File: src/rtl/tcm_port_arbiter.sv
// -----------------------------------------------------------------------------
// tcm_port_arbiter
//
// Shares the single TCM B-port between NREQ masters (for example 0=LSU,
// 1=SDHCI DMA, 2=LPC engine).  Masters are served round-robin with one
// transaction in flight.  Address and write data are latched at grant time,
// and read data is returned through a register.  A watchdog completes a hung
// transaction with an error flag.
//
// Ports
//   clk, rst_n          clock (posedge) and asynchronous active-low reset
//   m_rd_req/m_wr_req   per-master level requests, held until m_finish
//   m_addr/m_wdata      per-master address/line, master i at [i*W +: W]
//   m_finish            one-cycle completion pulse to the granted master
//   m_err               high with m_finish when the watchdog aborted the op
//   m_rdata             last read line, held until the next read completes
//   s_rd_req/s_wr_req   TCM B-port requests
//   s_addr/s_wdata      TCM B-port address / write line (latched)
//   s_finish/s_rdata    TCM B-port completion pulse / read line
//   grant_id            index of the current/last granted master
//   busy                high whenever the arbiter is not idle
// -----------------------------------------------------------------------------
module tcm_port_arbiter #(
  parameter int NREQ       = 3,
  parameter int AW         = 16,
  parameter int DW         = 128,
  parameter int WAIT_LIMIT = 15
) (
  input  logic               clk,
  input  logic               rst_n,
  input  logic [NREQ-1:0]    m_rd_req,
  input  logic [NREQ-1:0]    m_wr_req,
  input  logic [NREQ*AW-1:0] m_addr,
  input  logic [NREQ*DW-1:0] m_wdata,
  output logic [NREQ-1:0]    m_finish,
  output logic               m_err,
  output logic [DW-1:0]      m_rdata,
  output logic               s_rd_req,
  output logic               s_wr_req,
  output logic [AW-1:0]      s_addr,
  output logic [DW-1:0]      s_wdata,
  input  logic               s_finish,
  input  logic [DW-1:0]      s_rdata,
  output logic [2:0]         grant_id,
  output logic               busy
);

  typedef enum logic [1:0] {
    ST_IDLE,
    ST_ISSUE,
    ST_WAIT,
    ST_RELEASE
  } state_t;

  state_t          state;
  logic [2:0]      ptr;
  logic [3:0]      wdog;
  logic [NREQ-1:0] req;
  logic            pick_vld;
  logic [2:0]      pick;
  logic [NREQ-1:0] grant_onehot;

  assign req = m_rd_req | m_wr_req;

  // Round-robin pick.  Scanning from the farthest candidate down to ptr+1
  // lets the nearest requester after the pointer overwrite the others.
  always_comb begin
    pick_vld = 1'b0;
    pick     = '0;
    for (int k = NREQ; k >= 1; k--) begin
      int idx;
      idx = (int'(ptr) + k) % NREQ;
      if (req[idx]) begin
        pick_vld = 1'b1;
        pick     = 3'(idx);
      end
    end
  end

  always_comb begin
    grant_onehot = '0;
    for (int i = 0; i < NREQ; i++) begin
      grant_onehot[i] = (grant_id == 3'(i));
    end
  end

  always_ff @(posedge clk or negedge rst_n) begin
    if (!rst_n) begin
      state    <= ST_IDLE;
      ptr      <= 3'(NREQ - 1);
      wdog     <= '0;
      m_finish <= '0;
      m_err    <= 1'b0;
      m_rdata  <= '0;
      s_rd_req <= 1'b0;
      s_wr_req <= 1'b0;
      s_addr   <= '0;
      s_wdata  <= '0;
      grant_id <= '0;
      busy     <= 1'b0;
    end else begin
      // Completion flags are single-cycle pulses.
      m_finish <= '0;
      m_err    <= 1'b0;
      case (state)
        // Grant: latch the winner's operands and raise the TCM request
        // right away so it is visible in the ISSUE cycle.  A master asking
        // for both read and write gets the write.
        ST_IDLE: begin
          if (pick_vld) begin
            grant_id <= pick;
            ptr      <= pick;
            s_addr   <= m_addr[int'(pick)*AW +: AW];
            s_wdata  <= m_wdata[int'(pick)*DW +: DW];
            s_wr_req <= m_wr_req[pick];
            s_rd_req <= ~m_wr_req[pick];
            busy     <= 1'b1;
            state    <= ST_ISSUE;
          end
        end
        ST_ISSUE: begin
          wdog  <= '0;
          state <= ST_WAIT;
        end
        // Requests and operands stay stable until the TCM finishes or the
        // watchdog fires.  A real finish takes priority over the watchdog.
        ST_WAIT: begin
          wdog <= wdog + 4'd1;
          if (s_finish) begin
            s_rd_req <= 1'b0;
            s_wr_req <= 1'b0;
            m_finish <= grant_onehot;
            if (s_rd_req) begin
              m_rdata <= s_rdata;
            end
            state <= ST_RELEASE;
          end else if (wdog == 4'(WAIT_LIMIT)) begin
            s_rd_req <= 1'b0;
            s_wr_req <= 1'b0;
            m_finish <= grant_onehot;
            m_err    <= 1'b1;
            state    <= ST_RELEASE;
          end
        end
        // The m_finish pulse is visible here.  No arbitration happens in
        // this cycle, so the served master's still-high request is ignored.
        ST_RELEASE: begin
          busy  <= 1'b0;
          state <= ST_IDLE;
        end
        default: state <= ST_IDLE;
      endcase
    end
  end

endmodule
File: config.mk
export PLATFORM = sky130hd
export DESIGN_NAME = tcm_port_arbiter
export DESIGN_NICKNAME = d
export VERILOG_FILES = /design/src/rtl/tcm_port_arbiter.sv
export SDC_FILE = /design/constraint.sdc
export NUM_CORES = 1
export LEC_CHECK = 0
export BUFFER_PORTS_ARGS = -buffer_cell sky130_fd_sc_hd__buf_2
export CAP_MARGIN = 20
export CORE_AREA = 2 2 329 331
export CTS_CLUSTER_DIAMETER = 30
export DETAILED_ROUTE_END_ITERATION = 8
export DIE_AREA = 0 0 331 333
export GPL_TIMING_DRIVEN = 1
export PLACE_DENSITY_LB_ADDON = 0.2
export SETUP_SLACK_MARGIN = 0.05
export SLEW_MARGIN = 20
export SYNTH_ARGS = -nofsm -noshare
export SYNTH_HDL_FRONTEND = slang
export SYNTH_SLANG_ARGS = --single-unit
File: constraint.sdc
create_clock -name clk -period 4.9 [get_ports clk]
set_input_delay 0.98 -clock clk [delete_from_list [all_inputs] [get_ports clk]]
set_output_delay 0.98 -clock clk [all_outputs]
set_load 0.05 [all_outputs]
==> metrics.md, run 1 <==
| Metric | Value |
|---|---|
| Setup skew after layout | 40.76 ps |
| Post-route fraction of the period consumed by the critical path | 95.00% |
| Endpoint of the worst register-to-register path | s_wdata[66] |
| Most frequent cell after synthesis | o211ai_1 |
| Unrepaired setup endpoints after global routing | false |
| Critical-path maximum fanout | 34 |
| Largest net degree at the start of global routing | 91 |
| Min Clock Period, post-route | 4655 ps |
| Critical path's most frequent cell | ha_1 |
| Post-Syn Area per Cell | 10.60 um^2 |
| Delay of the slowest cell on the worst path | 590 ps |
| Minimum setup slack among reg-to-reg paths | 250 ps |
| Start of the worst register-to-register path | ptr[1] |
| Kind of critical path | reg -> reg |
| Synthesis warning total | 0 |
| Reg2reg path depth | 18 |
| Via count normalized by instance count | 4.187 |
| Number of violations reported at the end of detailed-routing iteration 0 | 688 |
| Share of cells above drive strength 1 | 50.61% |
| I/O Buffers | 850 |
| Vias in the first global route | 17360 |
| Clock buffers created by TritonCTS | 101 |
| Post-CTS Hold Buffers | 0 |
| Buffer type at the clock tree root | clkbuf_16 |
| Wire length of the first global-routing pass | 117500 um |
| Overall via count from detail_route | 16220 |
| Synth cell types | 57 |
| Buffer and inverter count on the worst path | 4 |
| Effective utilization at floorplan | 14.88% |
| Total detailed-routing wirelength | 82670 um |
| Final weighted congestion of routability-driven global placement | 0.7889 |
| Max Cap Violations | 0 |
| Total global routing overflow | 0 |
| CP arrival | 5190 ps |
| Top area cells in the synthesized netlist | dfrtp_1, o211ai_1, mux2_2, a32o_1, nand2b_1 |
| Slew Limit Headroom | 45.53% |
| List of most frequent post-synthesis cells | o211ai_1, dfrtp_1, inv_1, nand2b_1, a32o_1 |
| Startpoint type of the worst setup path | register |
| Maximum buffer depth of the clock tree | 3 |
| Final #Nets | 2974 |
| Worst setup startpoint | ptr[1] |
| Width of the die | 331 um |
| Site row count | 120 |
| Relative area change from synthesis to final layout | 62.75% |
| Worst-path clk slew | 40 ps |
| Combined global-route utilization of all metal layers | 14.33% |
| Setup total negative slack | 0 ps |
| Number of clock sinks seen by CTS | 289 |
| CP max stage cell | or4_4 |
| Die H | 333 um |
| Sum of net half-perimeters after detailed placement | 61530 um |
| Post-synth top area share | 45.44% |
| Routed length per instance | 21.35 um |
| DRC | 0 |
| Number of detailed-route iterations in the first pass | 4 |
| Netlist area before placement | 15860 um^2 |
| Flip-flop and latch count after synthesis | 289 |
| Status | finished, final reports clean |
| H-tree depth reported by CTS | 3 |
| CTS tree | built |
| Cell taking the most area after synthesis | dfrtp_1 |
| Finish-stage setup viols | 0 |
| Category of the worst setup path capture point | register |
| Worst Max-Slew Pin Slew | 817.1 ps |
| Commonest register cell after synthesis | dfrtp_1 |
| Part of the Yosys area used for sequential elements | 45.60% |
| Gate Count Post-Synth | 1497 |
| Die area | 110200 um^2 |
| Initial antenna violation count | 22 |
| Highest attainable clock frequency | 0.2148 GHz |
| Worst path cell trace | inv_1 > ha_1 > ha_1 > ha_1 > inv_1 > o21ai_1 > o31a_1 > and2_1 > ha_1 > a211oi_2 > nand2b_1 > or4_4 > a31o_1 > a21oi_4 > buf_12 > clkbuf_16 > nand2b_1 > a32o_1 |
| Classification of the worst-slack hold path | in -> async |
| Required time at the worst-slack endpoint | 5430 ps |
| Max-slew violation count | 0 |
| Cell type group with the largest total delay on the critical path | compound AO/OA/AOI/OAI gates |
| Number of hold violations in the final report | 0 |
| Number of enable-type register cells in the synthesized netlist | 0 |
| Count of nets left with antenna violations after detail routing | 0 |
| Number of ports placed on the die boundary | 851 |
| Nets in the synthesized netlist | 2090 |
| Core area | 106600 um^2 |
| Post-synth ARST share | 100.0% |
| Later-pin clock latency in the skew report | 670 ps |
-- logic make-up after synthesis --
| logic type | synth area share, % |
|---|---|
| AOI/OAI and AO/OA | 25.99 |
| xor gates and xnor gates | 0.3235 |
| adders and majority gates | 1.893 |
| buffers and inverters | 8.511 |
| DFF | 45.60 |
| muxes | 9.363 |
| and+or+nand+nor | 8.314 |
-- flip-flops by register name, indices dropped and copies added (netlist names) --
signal    cells
ptr           1
s_addr       16
state         2
m_finish      3
s_wdata     128
s_wr_req      1
s_rd_req      1
m_err         1
grant_id      3
m_rdata     128
busy          1
wdog          4
-- stage by stage --
stage / setup slack, ps / instances / instance area [um^2] / hold slack (ps) / utilization (%)
after global placement: 135.4 / 3675 / 22080 / 472.5 / 20.72
after CTS: 160.6 / 3859 / 25670 / 332.8 / 24.08
final: 245.2 / 3873 / 25810 / 341.7 / 24.22
after global routing: 40.93 / 3869 / 25800 / 365.2 / 24.21
after floorplan: 94.15 / 1497 / 15860 / 520.0 / -
after detailed placement: 172.5 / 3675 / 22080 / 475.6 / 20.72
-- repair_timing --
action | in CTS | in global routing
gates resized for setup | 0 | 11
buffers inserted | 0 | 4
endpoints found under the setup margin | 0 | 146
-- placed cells by master, fill, tap and decap left out, drive strengths merged, types with 21 or more instances in the layout --
cell and n:
ha 24, dfrtp 288, a32o 144, nand2b 148, nor2 21, buf 927
clkbuf 155, inv 166, o211ai 290, o21ai 23, mux2 131
-- final cells by class --
cell class	count	area [um^2]
fill	11730	80790
multi-input combinational	894	7383
sequential	289	7233
timing repair buffer	929	5218
clock buffer	153	3013
tap	1403	1755
inverter	166	623.1
clock inverter	31	569.3
antenna	8	20.02
-- routing by layer --
| layer | global-route usage (%) | vias to the layer above | wire (um) |
|---|---|---|---|
| met3 | 4.735 | 172 | 6437 |
| met5 | 0 | - | 170 |
| met2 | 24.01 | 663 | 39910 |
| li1 | - | 7405 | - |
| met4 | 5.789 | 28 | 2667 |
| met1 | 16.70 | 7949 | 33480 |
-- how the worst max path moves through the flow --
stage / cells after the start / slack (ps) / to
final: 18 / 250 / s_wdata[66]
after global routing: 20 / 40 / s_wdata[71]
after floorplan: 20 / 90 / s_wdata[100]
after CTS: 18 / 160 / s_wdata[66]
after detailed placement: 17 / 170 / s_wdata[66]
after global placement: 18 / 140 / s_wdata[71]
Power of run 1 is left out: the tool's default activity adds up to more than one toggle a clock period on the data nets, which glitch-free logic cannot reach.
==> run 2, diff against run 1 <==
--- a/config.mk
+++ b/config.mk
@@ -5,14 +5,16 @@
 export SDC_FILE = /design/constraint.sdc
 export NUM_CORES = 1
 export LEC_CHECK = 0
+export ABC_AREA = 1
 export BUFFER_PORTS_ARGS = -buffer_cell sky130_fd_sc_hd__buf_2
 export CAP_MARGIN = 20
-export CORE_AREA = 2 2 329 331
+export CORE_AREA = 2 2 335 337
 export CTS_CLUSTER_DIAMETER = 30
 export DETAILED_ROUTE_END_ITERATION = 8
-export DIE_AREA = 0 0 331 333
+export DIE_AREA = 0 0 337 339
 export GPL_TIMING_DRIVEN = 1
 export PLACE_DENSITY_LB_ADDON = 0.2
+export REMOVE_ABC_BUFFERS = 1
 export SETUP_SLACK_MARGIN = 0.05
 export SLEW_MARGIN = 20
 export SYNTH_ARGS = -nofsm -noshare
==> constraint.sdc (replaced) <==
create_clock -name clk -period 5.55 [get_ports clk]
set_input_delay 1.11 -clock clk [delete_from_list [all_inputs] [get_ports clk]]
set_output_delay 1.11 -clock clk [all_outputs]
set_load 0.05 [all_outputs]
==> run 2 against run 1 <==
  * Core utilization hardly changed
  * Final cell count rose by 21%
  * Clock-buffer cell count stayed put
  * Via count up 13%
  * Synthesized cell count is 52% higher
  * Worst hold slack gained 130 ps
  * Routed wire length grew 6.0%
  * Flip-flop and latch count is the same
  * Clock skew increased by 25 ps
==> metrics.md, run 2 <==
| Metric | Value |
|---|---|
| Reg2reg path depth | 22 (+4) |
| I/O Buffers | 850 (unchanged) |
| Worst Max-Slew Pin Slew | 1018 ps (+200.6 ps) |
| Max Cap Violations | 0 (unchanged) |
| Number of violations reported at the end of detailed-routing iteration 0 | 858 (+25%) |
| Delay of the slowest cell on the worst path | 720 ps (+130 ps) |
| Number of enable-type register cells in the synthesized netlist | 0 (unchanged) |
| Classification of the worst-slack hold path | in -> async |
| Final weighted congestion of routability-driven global placement | 0.8163 (+3.5%) |
| Main combinational cell family by area after synthesis | simple AND/OR/NAND/NOR gates |
| Effective utilization at floorplan | 15.50% (+0.62 points) |
| Buffer type at the clock tree root | clkbuf_16 |
| Fill cell count | 12550 (+7.0%) |
| Combined global-route utilization of all metal layers | 14.88% (+0.55 points) |
| Share of cells above drive strength 1 | 38.35% (-12 points) |
| Category of the worst setup path capture point | register |
| Placed insts | 4488 (+22%) |
| Critical path's most frequent cell | nand2_1 |
| Post-synthesis share of cell area spent on full adders, half adders and majority gates | 1.755% (-0.14 points) |
| Synthesis warning total | 0 (unchanged) |
| Total global routing overflow | 0 (unchanged) |
| Max-slew violation count | 0 (unchanged) |
| Routed length per instance | 18.68 um (-13%) |
| Gate Count Post-Synth | 2272 (+52%) |
| Overall via count from detail_route | 18340 (+13%) |
| Post-Layout Cell Count | 4691 (+21%) |
| Simple-gate share of the synthesized area | 29.97% (+22 points) |
| DRC | 0 (unchanged) |
| Highest attainable clock frequency | 0.2109 GHz (-1.8%) |
| Buffers inserted by post-CTS timing repair | 0 (unchanged) |
| Cell type group with the largest total delay on the critical path | simple AND/OR/NAND/NOR gates |
| Later-pin clock latency in the skew report | 670 ps (about the same) |
| Post-route fraction of the period consumed by the critical path | 85.45% (-9.5 points) |
| Site row count | 122 (+1.7%) |
| Number of clock sinks seen by CTS | 289 (unchanged) |
| Finish-stage setup viols | 0 (unchanged) |
| Largest net degree at the start of global routing | 91 (unchanged) |
| Instance area at placement | 22870 um^2 (+3.6%) |
| Initial antenna violation count | 35 (+59%) |
| Cell taking the most area after synthesis | dfrtp_1 |
| Width of the die | 337 um (+1.8%) |
| Minimum setup slack among reg-to-reg paths | 810 ps (+560 ps) |
| Top area cells in the synthesized netlist | dfrtp_1, nand2_1, nand3_1, mux2_2, inv_1 |
| Endpoint of the worst register-to-register path | s_wdata[63] |
| Total detailed-routing wirelength | 87610 um (+6.0%) |
| Part of the Yosys area used for sequential elements | 42.28% (-3.3 points) |
| Core area | 110400 um^2 (+3.5%) |
| Required time at the worst-slack endpoint | 6050 ps (+620 ps) |
| Clock buffers created by TritonCTS | 104 (+3.0%) |
| Number of hold violations in the final report | 0 (unchanged) |
| Largest registers | m_rdata (128), s_wdata (128), s_addr (16) |
| Post-route design area | 26750 um^2 (+3.6%) |
| Count of nets left with antenna violations after detail routing | 0 (unchanged) |
| Sum of net half-perimeters after detailed placement | 66430 um (+8.0%) |
| Post-synth ARST share | 100.0% (unchanged) |
| Unrepaired setup endpoints after global routing | false |
| Kind of critical path | reg -> reg |
| Worst path cell trace | inv_1 > ha_1 > ha_1 > ha_1 > inv_1 > nand3_2 > nand2_1 > nand2_1 > ha_1 > inv_1 > nand3_4 > nand2_1 > nand2_1 > nand2_1 > nand3_1 > nand2_1 > nand2_8 > nand2_8 > buf_12 > nand3_1 > nand2_1 > o21ai_1 |
| Die area | 114200 um^2 (+3.6%) |
| Synth cell types | 30 (-47%) |
| Commonest register cell after synthesis | dfrtp_1 |
| Die H | 339 um (+1.8%) |
| Area fraction in compound gates after synthesis | 4.988% (-21 points) |
| Most frequent cell after synthesis | nand2_1 |
| Most common cell after layout, fill and taps aside | buf_2 |
| Highest-count cells in the layout ignoring fill and taps | buf_2, nand2_1, nand3_1 |
| Wire length of the first global-routing pass | 125700 um (+6.9%) |
| Post-Syn Area per Cell | 7.529 um^2 (-29%) |
| Number of detailed-route iterations in the first pass | 5 (+1) |
| CP arrival | 5240 ps (+50 ps) |
| Mux contribution to synthesized area | 8.426% (-0.94 points) |
| Worst-path clk slew | 40 ps (about the same) |
| Quantity of gates resized following cts | 0 (unchanged) |
| Netlist area before placement | 17110 um^2 (+7.8%) |
| Setup skew after layout | 65.78 ps (+25.02 ps) |
| Start of the worst register-to-register path | grant_id[0] |
| Number of ports placed on the die boundary | 851 (unchanged) |
| Status | finished, final reports clean |
| Via count normalized by instance count | 3.910 (-6.6%) |
| Relative area change from synthesis to final layout | 56.39% |
| Slew Limit Headroom | 32.16% (-13 points) |
| H-tree depth reported by CTS | 3 (unchanged) |
| Maximum buffer depth of the clock tree | 3 (unchanged) |
| Post-CTS Hold Buffers | 0 (unchanged) |
| Post-synth top area share | 42.13% (-3.3 points) |
| Final #Nets | 3699 (+24%) |
| Min Clock Period, post-route | 4742 ps (+87.69 ps) |
| Startpoint type of the worst setup path | register |
| CP max stage cell | dfrtp_1 |
| Vias in the first global route | 18810 (+8.4%) |
| XOR/XNOR Fraction of Synth Area | 0.1536% (-0.17 points) |
| Footprint of the flip-flops and latches | 7233 um^2 (unchanged) |
| Critical-path maximum fanout | 90 (+160%) |
| Buffer and inverter count on the worst path | 4 (unchanged) |
| Total area of multi-input combinational cells | 7825 um^2 (+6.0%) |
| List of most frequent post-synthesis cells | nand2_1, nand3_1, inv_1, dfrtp_1, o21ai_1 |
| CTS tree | built |
| Flip-flop and latch count after synthesis | 289 (unchanged) |
run 2: changes by cell type after synthesis, moves of 137 or more:
cell	delta
a32o_1	-144
nand2b_1	-148
nand3_1	+454
inv_1	+160
nand2_1	+638
o211ai_1	-290
o21ai_1	+137
run 2: metrics by stage:
step / TNS, ps / setup WS, ps / util (%) / hold slack, ps
floorplan: -543580 / -3746 / - / 468.8
global placement: 0 / 877.0 / 20.72 / 459.9
detailed placement: 0 / 846.5 / 20.72 / 472.3
CTS: 0 / 787.1 / 24.21 / 446.0
global route: 0 / 264.3 / 24.23 / 490.6
finish: 0 / 807.5 / 24.24 / 475.0
run 2: worst max path at each step:
stage                         endpoint  slack [ps]  cells after the start         from
final                      s_wdata[63]         810                     22  grant_id[0]
after floorplan               s_wr_req       -3750                     25  grant_id[0]
after detailed placement   s_wdata[54]         850                     22  grant_id[0]
after global placement    s_wdata[111]         880                     26  grant_id[0]
after CTS                  s_wdata[61]         790                     22  grant_id[0]
after global routing         s_addr[6]         260                     23  grant_id[0]
run 2: final cells by class:
class,instances,share of cell area (%)
clock inverters,39,2.900
well taps,1488,6.959
diodes,11,0.1029
flip-flops and latches,289,27.04
inverters,329,4.635
multi-input cells,1494,29.25
clock buffers,153,11.50
repair buffers,888,17.61
run 2: logic make-up after synthesis:
kind of cell / Yosys count
AOI/OAI and AO/OA: 166
adders and majority gates: 24
buffers and inverters: 489
and+or+nand+nor: 1173
muxes: 128
DFF: 289
xor gates and xnor gates: 3
run 2: layer usage:
metal / part of all wire [%] / track usage, % / vias to the layer above / wire length, um
met3: 8.5 / 4.691 / 190 / 7474
li1: - / - / 8943 / -
met4: 3.7 / 6.380 / 28 / 3258
met5: 0.21 / 0 / - / 187
met2: 49 / 25.92 / 749 / 43030
met1: 38 / 16.54 / 8433 / 33660
Power of run 2 is left out for the same reason.
